<file path="src/rtl/hazard_scoreboard_if.sv">
// D-stage hazard interface: decoded operand/producer fields in, stall/MDU status out.
// The master side (decode) drives the D fields; the scoreboard is the slave.
interface hazard_scoreboard_if #(
  parameter int AW = 5,
  parameter int TW = 2,
  parameter int CW = 32
);
  logic          d_valid;
  logic          d_use_rs;
  logic          d_use_rt;
  logic [AW-1:0] d_rs;
  logic [AW-1:0] d_rt;
  logic [TW-1:0] d_tuse_rs;
  logic [TW-1:0] d_tuse_rt;
  logic [AW-1:0] d_a3;
  logic [TW-1:0] d_tnew;
  logic          d_mdu_start;
  logic          d_mdu_div;
  logic          d_mdu_use;
  logic          stall;
  logic          mdu_busy;
  logic [CW-1:0] stall_count;

  modport master (
    output d_valid, d_use_rs, d_use_rt, d_rs, d_rt, d_tuse_rs, d_tuse_rt,
           d_a3, d_tnew, d_mdu_start, d_mdu_div, d_mdu_use,
    input  stall, mdu_busy, stall_count
  );

  modport slave (
    input  d_valid, d_use_rs, d_use_rt, d_rs, d_rt, d_tuse_rs, d_tuse_rt,
           d_a3, d_tnew, d_mdu_start, d_mdu_div, d_mdu_use,
    output stall, mdu_busy, stall_count
  );
endinterface

</file>
<file path="src/rtl/hazard_scoreboard.sv">
// Per-register cycles-until-forwardable scoreboard with MDU busy timer and
// saturating stall counter; stall is combinational from state and D fields.
module hazard_scoreboard #(
  parameter int NREG        = 32,
  parameter int AW          = 5,
  parameter int TW          = 2,
  parameter int MULT_CYCLES = 5,
  parameter int DIV_CYCLES  = 10,
  parameter int MW          = 4,
  parameter int CW          = 32
) (
  input  logic                 clk,
  input  logic                 reset,
  hazard_scoreboard_if.slave   d
);

  logic [TW-1:0] pend [NREG];
  logic [MW-1:0] mdu_t;
  logic [CW-1:0] stall_cnt;
  logic          haz_rs;
  logic          haz_rt;
  logic          haz_mdu;
  logic          stall_i;
  logic          issue;

  function automatic logic [CW-1:0] sat_inc(input logic [CW-1:0] v);
    return (&v) ? v : v + CW'(1);
  endfunction

  function automatic logic [TW-1:0] dec_pend(input logic [TW-1:0] v);
    return (v != '0) ? v - TW'(1) : v;
  endfunction

  function automatic logic [MW-1:0] dec_timer(input logic [MW-1:0] v);
    return (v != '0) ? v - MW'(1) : v;
  endfunction

  always_comb begin
    haz_rs  = d.d_valid & d.d_use_rs & (d.d_rs != '0) & (pend[d.d_rs] > d.d_tuse_rs);
    haz_rt  = d.d_valid & d.d_use_rt & (d.d_rt != '0) & (pend[d.d_rt] > d.d_tuse_rt);
    haz_mdu = d.d_valid & d.d_mdu_use & (mdu_t != '0);
    stall_i = haz_rs | haz_rt | haz_mdu;
    issue   = d.d_valid & ~stall_i;
  end

  assign d.stall       = stall_i;
  assign d.mdu_busy    = (mdu_t != '0);
  assign d.stall_count = stall_cnt;

  // Entries keep counting down while D is frozen: E/M/W still advance.
  always_ff @(posedge clk or negedge reset) begin
    if (!reset) begin
      for (int r = 0; r < NREG; r++) pend[r] <= '0;
      mdu_t     <= '0;
      stall_cnt <= '0;
    end else begin
      pend[0] <= '0;
      for (int r = 1; r < NREG; r++) begin
        if (issue && (d.d_a3 == AW'(r))) pend[r] <= d.d_tnew;
        else                             pend[r] <= dec_pend(pend[r]);
      end

      if (issue && d.d_mdu_start)
        mdu_t <= d.d_mdu_div ? MW'(DIV_CYCLES) : MW'(MULT_CYCLES);
      else
        mdu_t <= dec_timer(mdu_t);

      if (stall_i) stall_cnt <= sat_inc(stall_cnt);
    end
  end

endmodule

</file>
<file path="src/flat_wrapper.sv">
// flat-port wrapper written by rule: the top's interface ports become plain ports
module hazard_scoreboard_flat 
#(
  parameter int NREG        = 32,
  parameter int AW          = 5,
  parameter int TW          = 2,
  parameter int MULT_CYCLES = 5,
  parameter int DIV_CYCLES  = 10,
  parameter int MW          = 4,
  parameter int CW          = 32
)
  (clk, reset, d_d_valid, d_d_use_rs, d_d_use_rt, d_d_rs, d_d_rt, d_d_tuse_rs, d_d_tuse_rt, d_d_a3, d_d_tnew, d_d_mdu_start, d_d_mdu_div, d_d_mdu_use, d_stall, d_mdu_busy, d_stall_count);
  hazard_scoreboard_if #(.AW(AW), .TW(TW), .CW(CW)) d_i ();
  input  logic clk;
  input  logic reset;
  input wire logic [$bits(d_i.d_valid)-1:0] d_d_valid;
  input wire logic [$bits(d_i.d_use_rs)-1:0] d_d_use_rs;
  input wire logic [$bits(d_i.d_use_rt)-1:0] d_d_use_rt;
  input wire logic [$bits(d_i.d_rs)-1:0] d_d_rs;
  input wire logic [$bits(d_i.d_rt)-1:0] d_d_rt;
  input wire logic [$bits(d_i.d_tuse_rs)-1:0] d_d_tuse_rs;
  input wire logic [$bits(d_i.d_tuse_rt)-1:0] d_d_tuse_rt;
  input wire logic [$bits(d_i.d_a3)-1:0] d_d_a3;
  input wire logic [$bits(d_i.d_tnew)-1:0] d_d_tnew;
  input wire logic [$bits(d_i.d_mdu_start)-1:0] d_d_mdu_start;
  input wire logic [$bits(d_i.d_mdu_div)-1:0] d_d_mdu_div;
  input wire logic [$bits(d_i.d_mdu_use)-1:0] d_d_mdu_use;
  output wire logic [$bits(d_i.stall)-1:0] d_stall;
  output wire logic [$bits(d_i.mdu_busy)-1:0] d_mdu_busy;
  output wire logic [$bits(d_i.stall_count)-1:0] d_stall_count;
  assign d_i.d_valid = d_d_valid;
  assign d_i.d_use_rs = d_d_use_rs;
  assign d_i.d_use_rt = d_d_use_rt;
  assign d_i.d_rs = d_d_rs;
  assign d_i.d_rt = d_d_rt;
  assign d_i.d_tuse_rs = d_d_tuse_rs;
  assign d_i.d_tuse_rt = d_d_tuse_rt;
  assign d_i.d_a3 = d_d_a3;
  assign d_i.d_tnew = d_d_tnew;
  assign d_i.d_mdu_start = d_d_mdu_start;
  assign d_i.d_mdu_div = d_d_mdu_div;
  assign d_i.d_mdu_use = d_d_mdu_use;
  assign d_stall = d_i.stall;
  assign d_mdu_busy = d_i.mdu_busy;
  assign d_stall_count = d_i.stall_count;
  hazard_scoreboard #(.NREG(NREG), .AW(AW), .TW(TW), .MULT_CYCLES(MULT_CYCLES), .DIV_CYCLES(DIV_CYCLES), .MW(MW), .CW(CW)) u_core (.clk(clk), .reset(reset), .d(d_i));
endmodule
</file>
<file path="config.mk">
export PLATFORM = sky130hd
export DESIGN_NAME = hazard_scoreboard_flat
export DESIGN_NICKNAME = d
export VERILOG_FILES = /design/src/rtl/hazard_scoreboard_if.sv /design/src/rtl/hazard_scoreboard.sv /design/src/flat_wrapper.sv
export SDC_FILE = /design/constraint.sdc
export NUM_CORES = 1
export LEC_CHECK = 0
export CELL_PAD_IN_SITES_DETAIL_PLACEMENT = 0
export CELL_PAD_IN_SITES_GLOBAL_PLACEMENT = 1
export CORE_MARGIN = 3
export CORE_UTILIZATION = 50
export DETAILED_ROUTE_END_ITERATION = 10
export PLACE_DENSITY_LB_ADDON = 0.12
export SLEW_MARGIN = 10
export SYNTH_ARGS = -nofsm -noshare
export SYNTH_HDL_FRONTEND = slang
export SYNTH_SLANG_ARGS = --single-unit
</file>
<file path="constraint.sdc">
create_clock -name clk -period 7.35 [get_ports clk]
set_input_delay 1.47 -clock clk [delete_from_list [all_inputs] [get_ports clk]]
set_output_delay 1.47 -clock clk [all_outputs]
set_load 0.1 [all_outputs]
</file>
==> results of run 1 <==
-- stage by stage --
step,cell area (um^2),worst slack (ns),hold slack [ns]
after floorplan,6690,1.31,0.554
after global placement,7490,0.761,0.476
after detailed placement,7490,0.671,0.484
after CTS,7820,0.653,0.496
after global routing,7820,0.413,0.509
final,7820,0.638,0.489
-- metal layers --
layer / vias up / share of wire [%] / wire, um
li1: 2224 / - / -
met1: 2392 / 45 / 7030
met2: 87 / 50 / 7720
met3: 20 / 2.7 / 421
met4: 0 / 2.0 / 316
met5: - / 0 / 0
-- power breakdown --
| group | internal, W | switching [W] |
|---|---|---|
| Sequential | 0.000768 | 0.000256 |
| Combinational | 0.000848 | 0.000734 |
| Clock | 0.000309 | 0.000212 |
| Total | 0.00193 | 0.00120 |
-- Yosys cell counts (all sizes together) --
cell     instances
dfrtp           98
inv             68
mux2            59
xnor2           50
nand2           42
ha              38
mux4            36
nor2            31
nand3           24
mux2i           23
o21ai           16
xor2            13
a21oi           11
and3            11
clkbuf          11
nor3            11
nand4           10
buf              8
nor2b            7
and2             5
a22o             4
nor4             3
and4             2
nor3b            2
o2111ai          2
o21a             2
or3              2
a211o            1
a21o             1
a31oi            1
and2b            1
nand2b           1
nand3b           1
nor4b            1
or2              1
or3b             1
-- registers in the layout, summed over array words and instances (netlist names) --
signal and flops:
u_core.pend 62, u_core.mdu_t 4, u_core.d.stall_count 32
-- cell families after synthesis --
group	Yosys count	share of synthesized area (%)
buf+inv	87	5.39
simple gates	156	13.6
compound gates	38	3.46
xor+xnor	63	8.25
fa+ha+maj	38	7.11
flops	98	36.7
mux	118	25.5
-- worst max-delay path by stage --
stage / to / slack, ns
floorplan: d_stall / 1.31
global placement: d_stall / 0.76
detailed placement: d_stall / 0.67
CTS: d_stall / 0.65
global route: d_stall / 0.41
finish: d_stall / 0.64
-- cell type report --
cell class	count	area [um^2]
Clock buffer	10	239
Clock inverter	6	87.6
Fill cell	1082	5010
Inverter	68	255
Multi-Input combinational cell	413	3870
Sequential cell	98	2450
Tap cell	172	215
Timing Repair Buffer	71	696
==> run_results.csv, run 1 <==
group,metric,value,unit
run_status,outcome,"complete, no violations",
sta,finalMaxSlewViolations,0,
detailed_routing,firstDrtPassIters,4,
sta,setup_violations,0,
power_and_ir_drop,p_per_area,400,nW/um^2
clock_network,post_cts_buffers,0,
sta,setup_tns,0,ns
sta,hold_violations,0,
final_layout,post-route-util,61.0,%
clock_network,numCtsBuffers,9,
clock_network,clock-sinks,98,
grt,grt_usage,22.0,%
sta,fin_crit,6.71,ns
place,post-place-cells,822,
final_layout,drive_above_1_share,22.1,%
power_and_ir_drop,p_leak,3.41,nW
run,drv_cap,0,
clock_network,cts-resized-gates,0,
logic_synthesis,yosysWarnings,0,
detailed_routing,drt_iter0_drc,307,
grt,use_met1,30.3,%
critical_path,r2r_setup_slack,3.35,ns
place,portBuffers,62,
clock_network,cts_hold_buf,0,
min_path,hp-class,"reg2reg",
sta,slew_headroom,34.1,%
logic_synthesis,syn_inst,598,
min_path,min_path_cells,1,
die,die_area,14800,um^2
die,die_y,122,um
grt,grt_busiest_layer,"met2",
critical_path,cp_top_family,"multiplexers",
logic_synthesis,yosys.area.top_type,"dfrtp_1",
power_and_ir_drop,irDropWorstVdd,358,uV
critical_path,cp_slowest_cell,"clkdlybuf4s50_1",
die,core,12800,um^2
die,start_util,52.1,%
critical_path,worst_ep_arrival_time,5.24,ns
final_layout,fin_cells,838,
critical_path,path_class,"in2out",
die,die_w,122,um
detailed_routing,via_per_inst,5.64,
clock_network,insertion_delay,0.35,ns
place,routabilityCongestion,0.850,
logic_synthesis,yosysUniqueCellTypes,50,
min_path,hp-start,"u_core.d.stall_count[19]",
logic_synthesis,synth_area_leaders,"dfrtp_1, mux4_2, mux2_2, ha_1, xnor2_1",
detailed_routing,ant_nets,0,
grt,use_met3,2.55,%
sta,period_share,91.3,%
critical_path,cp.depth,11,
clock_network,root_buffer,"clkbuf_16",
logic_synthesis,syn_area,6690,um^2
detailed_routing,wl_per_cell,18.5,um
clock_network,path_clk_slew,0.07,ns
sta,rsz0062_at_grt,"false",
grt,grt_pass1_wl,25100,um
critical_path,end_kind,"output port",
logic_synthesis,syn_avg_cell_area,11.2,um^2
grt,antenna_found_initial,0,
sta,skew,0.00660,ns
final_layout,final_common_cell,"dfrtp_1",
die,placementRows,41,
critical_path,r2r-end,"u_core.pend[35]",
critical_path,ff2ff_path_depth,12,
detailed_routing,wirelength,15500,um
logic_synthesis,syn_nets,665,
critical_path,critPathMostFrequentCell,"mux4_2",
final_layout,final_cell_mix,"dfrtp_1, inv_1, clkdlybuf4s50_1",
critical_path,cp_cell_sequence,"clkdlybuf4s50_1 -> mux4_2 -> mux4_2 -> mux2_2 -> ha_1 -> nor2b_1 -> o2111ai_1 -> a21oi_1 -> nor3_2 -> inv_1 -> buf_12",
power_and_ir_drop,power,0.00313,W
place,hpwl,11700,um
detailed_routing,drc_errors,0,
critical_path,crit_path_start_kind,"input pin",
clock_network,cts_tree,"done",
grt,grtUsageMet2,36.3,%
critical_path,cp_num_buf_inv,3,
logic_synthesis,synth_top_area_share,36.7,%
logic_synthesis,synth_seq_cells,98,
final_layout,nNetsFinal,728,
sta,fmax,149,MHz
detailed_routing,num_vias,4723,
clock_network,cts.path.max_buffers,2,
critical_path,path_max_fanout,13,
grt,grt_overflow,0,
final_layout,n_antenna_cell,0,
critical_path,worstPathRequired,5.88,ns
clock_network,h-tree-depth,3,
min_path,min_delay_worst_endpoint,"u_core.d.stall_count[19]",
final_layout,area_growth_syn_to_layout,16.9,%
grt,grt_max_degree,53,
critical_path,max_stage_delay,0.89,ns
critical_path,worstSetupStartpoint,"d_d_rs[1]",
logic_synthesis,ys_seq_area_share,36.7,%
sta,tightest_slew,0.986,ns
critical_path,worstReg2RegStart,"u_core.pend[35]",
grt,grt_pass1_vias,4891,
die,pin_count,63,
(Power assumes the default switching activity.)
==> inputs of run 2 (changes only) <==
--- a/config.mk
+++ b/config.mk
@@ -8,7 +8,7 @@
 export CELL_PAD_IN_SITES_DETAIL_PLACEMENT = 0
 export CELL_PAD_IN_SITES_GLOBAL_PLACEMENT = 1
 export CORE_MARGIN = 3
-export CORE_UTILIZATION = 50
+export CORE_UTILIZATION = 35
 export DETAILED_ROUTE_END_ITERATION = 10
 export PLACE_DENSITY_LB_ADDON = 0.12
 export SLEW_MARGIN = 10
==> constraint.sdc (replaced) <==
create_clock -name clk -period 6.1 [get_ports clk]
set_input_delay 1.22 -clock clk [delete_from_list [all_inputs] [get_ports clk]]
set_output_delay 1.22 -clock clk [all_outputs]
set_load 0.1 [all_outputs]
==> run_results.csv, run 2 (same netlist as run 1, synthesis figures left out) <==
group,metric,value,unit
detailed_routing,ant_nets,0,
detailed_routing,drt_iter0_drc,271,
run,drv_cap,0,
min_path,min_delay_worst_endpoint,"u_core.d.stall_count[19]",
clock_network,insertion_delay,0.35,ns
min_path,hp-start,"u_core.d.stall_count[19]",
die,die_y,144,um
sta,fmax,173,MHz
critical_path,ff2ff_path_depth,12,
final_layout,nNetsFinal,731,
critical_path,worst_ep_arrival_time,4.55,ns
sta,finalMaxSlewViolations,0,
detailed_routing,firstDrtPassIters,4,
die,die_w,144,um
final_layout,final_common_cell,"dfrtp_1",
critical_path,path_max_fanout,11,
clock_network,cts-resized-gates,0,
critical_path,crit_path_start_kind,"input pin",
power_and_ir_drop,p_per_area,482,nW/um^2
clock_network,numCtsBuffers,9,
power_and_ir_drop,p_leak,3.43,nW
final_layout,final_cell_mix,"dfrtp_1, inv_1, clkdlybuf4s50_1",
sta,slew_headroom,34.2,%
run_status,outcome,"complete, no violations",
power_and_ir_drop,irDropWorstVdd,440,uV
critical_path,r2r_setup_slack,2.19,ns
sta,skew,0.00879,ns
grt,grt_usage,17.6,%
critical_path,r2r-end,"u_core.pend[49]",
grt,grt_pass1_wl,27700,um
final_layout,largest_reg_flops,62,
die,pin_count,63,
clock_network,post_cts_buffers,0,
detailed_routing,drc_errors,0,
grt,antenna_found_initial,0,
critical_path,path_class,"in2out",
sta,setup_violations,0,
place,hpwl,13200,um
critical_path,worstReg2RegStart,"u_core.pend[23]",
sta,hold_violations,0,
die,placementRows,49,
clock_network,cts.path.max_buffers,2,
detailed_routing,wl_per_cell,19.3,um
critical_path,worstPathRequired,4.88,ns
sta,holdWs,0.487,ns
sta,setup_tns,0,ns
critical_path,end_kind,"output port",
clock_network,path_clk_slew,0.06,ns
sta,period_share,94.6,%
place,portBuffers,62,
clock_network,clock-sinks,98,
final_layout,n_fill_cell,1697,
min_path,min_path_cells,1,
clock_network,cts_hold_buf,0,
min_path,hp-class,"reg2reg",
final_layout,n_antenna_cell,0,
sta,tightest_slew,0.983,ns
die,die_area,20800,um^2
detailed_routing,wirelength,17400,um
final_layout,area_growth_syn_to_layout,18.8,%
place,routabilityCongestion,0.810,
sta,fin_crit,5.77,ns
die,start_util,36.5,%
grt,grt_max_degree,55,
detailed_routing,num_vias,4756,
detailed_routing,via_per_inst,5.30,
final_layout,drive_above_1_share,22.3,%
final_layout,largest-register,"u_core.pend",
grt,grt_overflow,0,
clock_network,h-tree-depth,3,
sta,rsz0062_at_grt,"false",
clock_network,root_buffer,"clkbuf_16",
die,core,18300,um^2
clock_network,cts_tree,"done",
grt,grt_pass1_vias,5058,
==> run 2: changes by cell type in the layout (fill, tap and decap cells not counted) <==
cell,change
bufinv_16,+1
clkinv_4,+2
buf_12,+1
clkbuf_1,+1
buf_4,+2
inv_6,-2
clkinv_2,-2
clkbuf_8,-1
clkinvlp_4,+1
==> run 2: worst max-delay path, stage by stage <==
cell and delay (ns):
clkdlybuf4s50_1 0.72, buf_4 0.28, mux4_2 0.32, mux4_2 0.47
mux2_2 0.28, ha_1 0.29, nor2b_1 0.13, o2111ai_1 0.10
a21oi_1 0.33, nor3_2 0.09, inv_1 0.14, buf_12 0.19
==> run 2: report_power, final <==
| part | internal [W] | switching, W | leakage (nW) |
|---|---|---|---|
| clock network | 0.000403 | 0.000262 | 0.163 |
| registers | 0.000925 | 0.000327 | 1.20 |
| logic | 0.00103 | 0.000882 | 2.07 |
==> run 2: area by class of cell <==
| type | instances | area, um^2 | share of cell area (%) |
|---|---|---|---|
| tap | 229 | 287 | 3.61 |
| timing repair buffer | 74 | 731 | 9.20 |
| clock inverter | 6 | 115 | 1.45 |
| inverter | 68 | 255 | 3.21 |
| clock buffer | 10 | 229 | 2.88 |
| sequential | 98 | 2450 | 30.9 |
| multi-input combinational | 413 | 3870 | 48.8 |
==> run 2: metal layers <==
metal	vias up	track usage, %	routed length [um]
met2	63	29.8	8710
met3	18	2.88	633
met4	0	5.15	297
met1	2450	23.2	7710
met5	-	0	0
li1	2225	-	-
==> run 2: how the worst max path moves through the flow <==
stage	startpoint	end	cells after the start
floorplan	d_d_rt[1]	d_stall	11
global placement	d_d_rs[1]	d_stall	12
detailed placement	d_d_rs[1]	d_stall	12
CTS	d_d_rs[1]	d_stall	12
global route	d_d_rs[1]	d_stall	12
finish	d_d_rs[1]	d_stall	12
==> run 2: stage by stage <==
stage	power, W	cell area, um^2	std cells	utilization [%]	setup WS [ns]
3_5_place_dp	0.00319	7600	882	41.4	0.301
6_report	0.00383	7940	898	43.3	0.328
3_3_place_gp	0.00306	7600	882	41.4	0.379
2_1_floorplan	0.00270	6690	598	-	0.558
5_1_grt	0.00413	7940	898	43.3	0.121
4_1_cts	0.00388	7940	898	43.3	0.293
==> inputs of run 3 (changes only) <==
==> constraint.sdc (replaced) <==
create_clock -name clk -period 5.2 [get_ports clk]
set_input_delay 1.04 -clock clk [delete_from_list [all_inputs] [get_ports clk]]
set_output_delay 1.04 -clock clk [all_outputs]
set_load 0.1 [all_outputs]
==> run_results.csv, run 3 (same netlist as run 1, synthesis figures left out) <==
group,metric,value,unit
critical_path,worstPathRequired,4.16,ns
detailed_routing,drc_errors,0,
critical_path,cp_top_family,"buffers and inverters",
final_layout,final_common_cell,"dfrtp_1",
critical_path,end_kind,"output port",
sta,slew_headroom,33.9,%
min_path,min_delay_worst_endpoint,"u_core.d.stall_count[18]",
run_status,outcome,"complete, no violations",
run,drv_cap,0,
final_layout,multi_input_area,3890,um^2
power_and_ir_drop,p_leak,3.52,nW
min_path,hp-class,"reg2reg",
min_path,hp-start,"u_core.d.stall_count[18]",
power_and_ir_drop,power_frac_comb,52.5,%
grt,antenna_found_initial,0,
power_and_ir_drop,p_int,0.00265,W
clock_network,insertion_delay,0.36,ns
critical_path,r2r_setup_slack,1.24,ns
detailed_routing,wirelength,17600,um
critical_path,worstReg2RegStart,"u_core.pend[17]",
sta,fmax,203,MHz
power_and_ir_drop,irDropWorstVdd,589,uV
grt,grt_pass1_wl,27800,um
critical_path,cp_cell_sequence,"dlymetal6s2s_1 -> buf_12 -> buf_4 -> nor2b_1 -> a22o_1 -> mux4_2 -> mux2_2 -> ha_1 -> nor2b_1 -> o2111ai_2 -> a21oi_2 -> nor3_2 -> inv_2 -> buf_12",
place,routabilityCongestion,0.784,
clock_network,h-tree-depth,3,
critical_path,crit_path_start_kind,"input pin",
grt,grt_overflow,0,
critical_path,cp_slowest_cell,"mux4_2",
power_and_ir_drop,p_per_area,546,nW/um^2
critical_path,worst_ep_arrival_time,3.89,ns
grt,grt_usage,17.5,%
sta,skew,0.00869,ns
clock_network,cts_tree,"done",
power_and_ir_drop,clkPwrFrac,14.5,%
place,portBuffers,62,
critical_path,ff2ff_path_depth,13,
critical_path,path_max_fanout,9,
final_layout,final_cell_mix,"dfrtp_1, inv_1, mux2_2",
final_layout,n_antenna_cell,0,
die,die_area,20800,um^2
sta,fin_crit,4.93,ns
clock_network,cts.path.max_buffers,2,
clock_network,clock-sinks,98,
final_layout,fin_cells,910,
sta,hold_violations,0,
final_layout,regArea,2450,um^2
critical_path,r2r-end,"u_core.pend[18]",
detailed_routing,ant_nets,0,
power_and_ir_drop,switchingPower,0.00175,W
detailed_routing,wl_per_cell,19.3,um
final_layout,area_growth_syn_to_layout,20.6,%
clock_network,numCtsBuffers,9,
detailed_routing,firstDrtPassIters,5,
die,start_util,36.5,%
die,die_w,144,um
power_and_ir_drop,switching_share,39.8,%
die,pin_count,63,
grt,grt_pass1_vias,5059,
critical_path,max_stage_delay,0.47,ns
die,placementRows,49,
place,post-place-cells,889,
clock_network,root_buffer,"clkbuf_16",
die,die_y,144,um
detailed_routing,drt_iter0_drc,285,
final_layout,n_fill_cell,1725,
sta,period_share,94.7,%
final_layout,largest-register,"u_core.pend",
min_path,min_path_cells,1,
sta,finalMaxSlewViolations,0,
final_layout,drive_above_1_share,24.4,%
critical_path,cp_num_buf_inv,5,
detailed_routing,via_per_inst,5.24,
detailed_routing,num_vias,4769,
clock_network,path_clk_slew,0.07,ns
grt,grt_max_degree,54,
final_layout,post-route-util,44.0,%
place,hpwl,13300,um
final_layout,largest_reg_flops,62,
sta,tightest_slew,0.989,ns
power_and_ir_drop,power_frac_seq,33.1,%
critical_path,path_class,"in2out",
final_layout,nNetsFinal,744,
die,core,18300,um^2
sta,setup_violations,0,
sta,rsz0062_at_grt,"false",
## run 3: worst max-delay path by stage
stage,endpoint,cells past startpoint,slack [ns],from
after floorplan,d_stall,11,0.02,d_d_rt[1]
after global placement,d_stall,12,-0.06,d_d_rs[0]
after detailed placement,d_stall,12,-0.11,d_d_rs[0]
after CTS,d_stall,12,0.002,d_d_rt[0]
after global routing,d_stall,14,0.15,d_d_rt[0]
final,d_stall,14,0.27,d_d_rt[0]
## run 3: final cells by class
cell class                 instances  area share [%]
sequential                        98            30.4
tap                              229            3.55
clock buffer                      10            2.84
timing repair buffer              87            11.2
clock inverter                     5           0.512
multi-input combinational        413            48.3
inverter                          68            3.17
## run 3: routing by layer
| metal | vias to the layer above | share of wire, % | track usage [%] |
|---|---|---|---|
| met3 | 14 | 3.0 | 2.48 |
| li1 | 2255 | - | - |
| met1 | 2438 | 44 | 23.1 |
| met5 | - | 0 | 0 |
| met2 | 62 | 52 | 30.1 |
| met4 | 0 | 1.3 | 5.06 |
## run 3: stage by stage
stage	power [W]	setup WS, ns	instance area, um^2	hold slack [ns]	setup TNS [ns]
floorplan	0.00316	0.0176	6690	0.554	0
global placement	0.00361	-0.0603	7690	0.480	-0.0603
detailed placement	0.00378	-0.113	7690	0.477	-0.219
CTS	0.00444	0.00183	7970	0.491	0
global route	0.00475	0.149	8060	0.515	0
finish	0.00440	0.273	8060	0.487	0
## run 3: power by group through the flow
stage	clock network, W	registers (W)	logic (W)
5_1_grt	0.000684	0.00150	0.00256
2_1_floorplan	0	0.00150	0.00166
3_3_place_gp	0	0.00146	0.00216
3_5_place_dp	0	0.00146	0.00231
4_1_cts	0.000661	0.00145	0.00233
6_report	0.000637	0.00146	0.00231
## run 3: what timing repair did
item | in CTS | in global routing
gates cloned | 0 | 1
hold buffers | 0 | 0
setup buffers | 1 | 4
pin swaps | 0 | 2
setup endpoints to repair | 1 | 1
resized for setup | 1 | 12
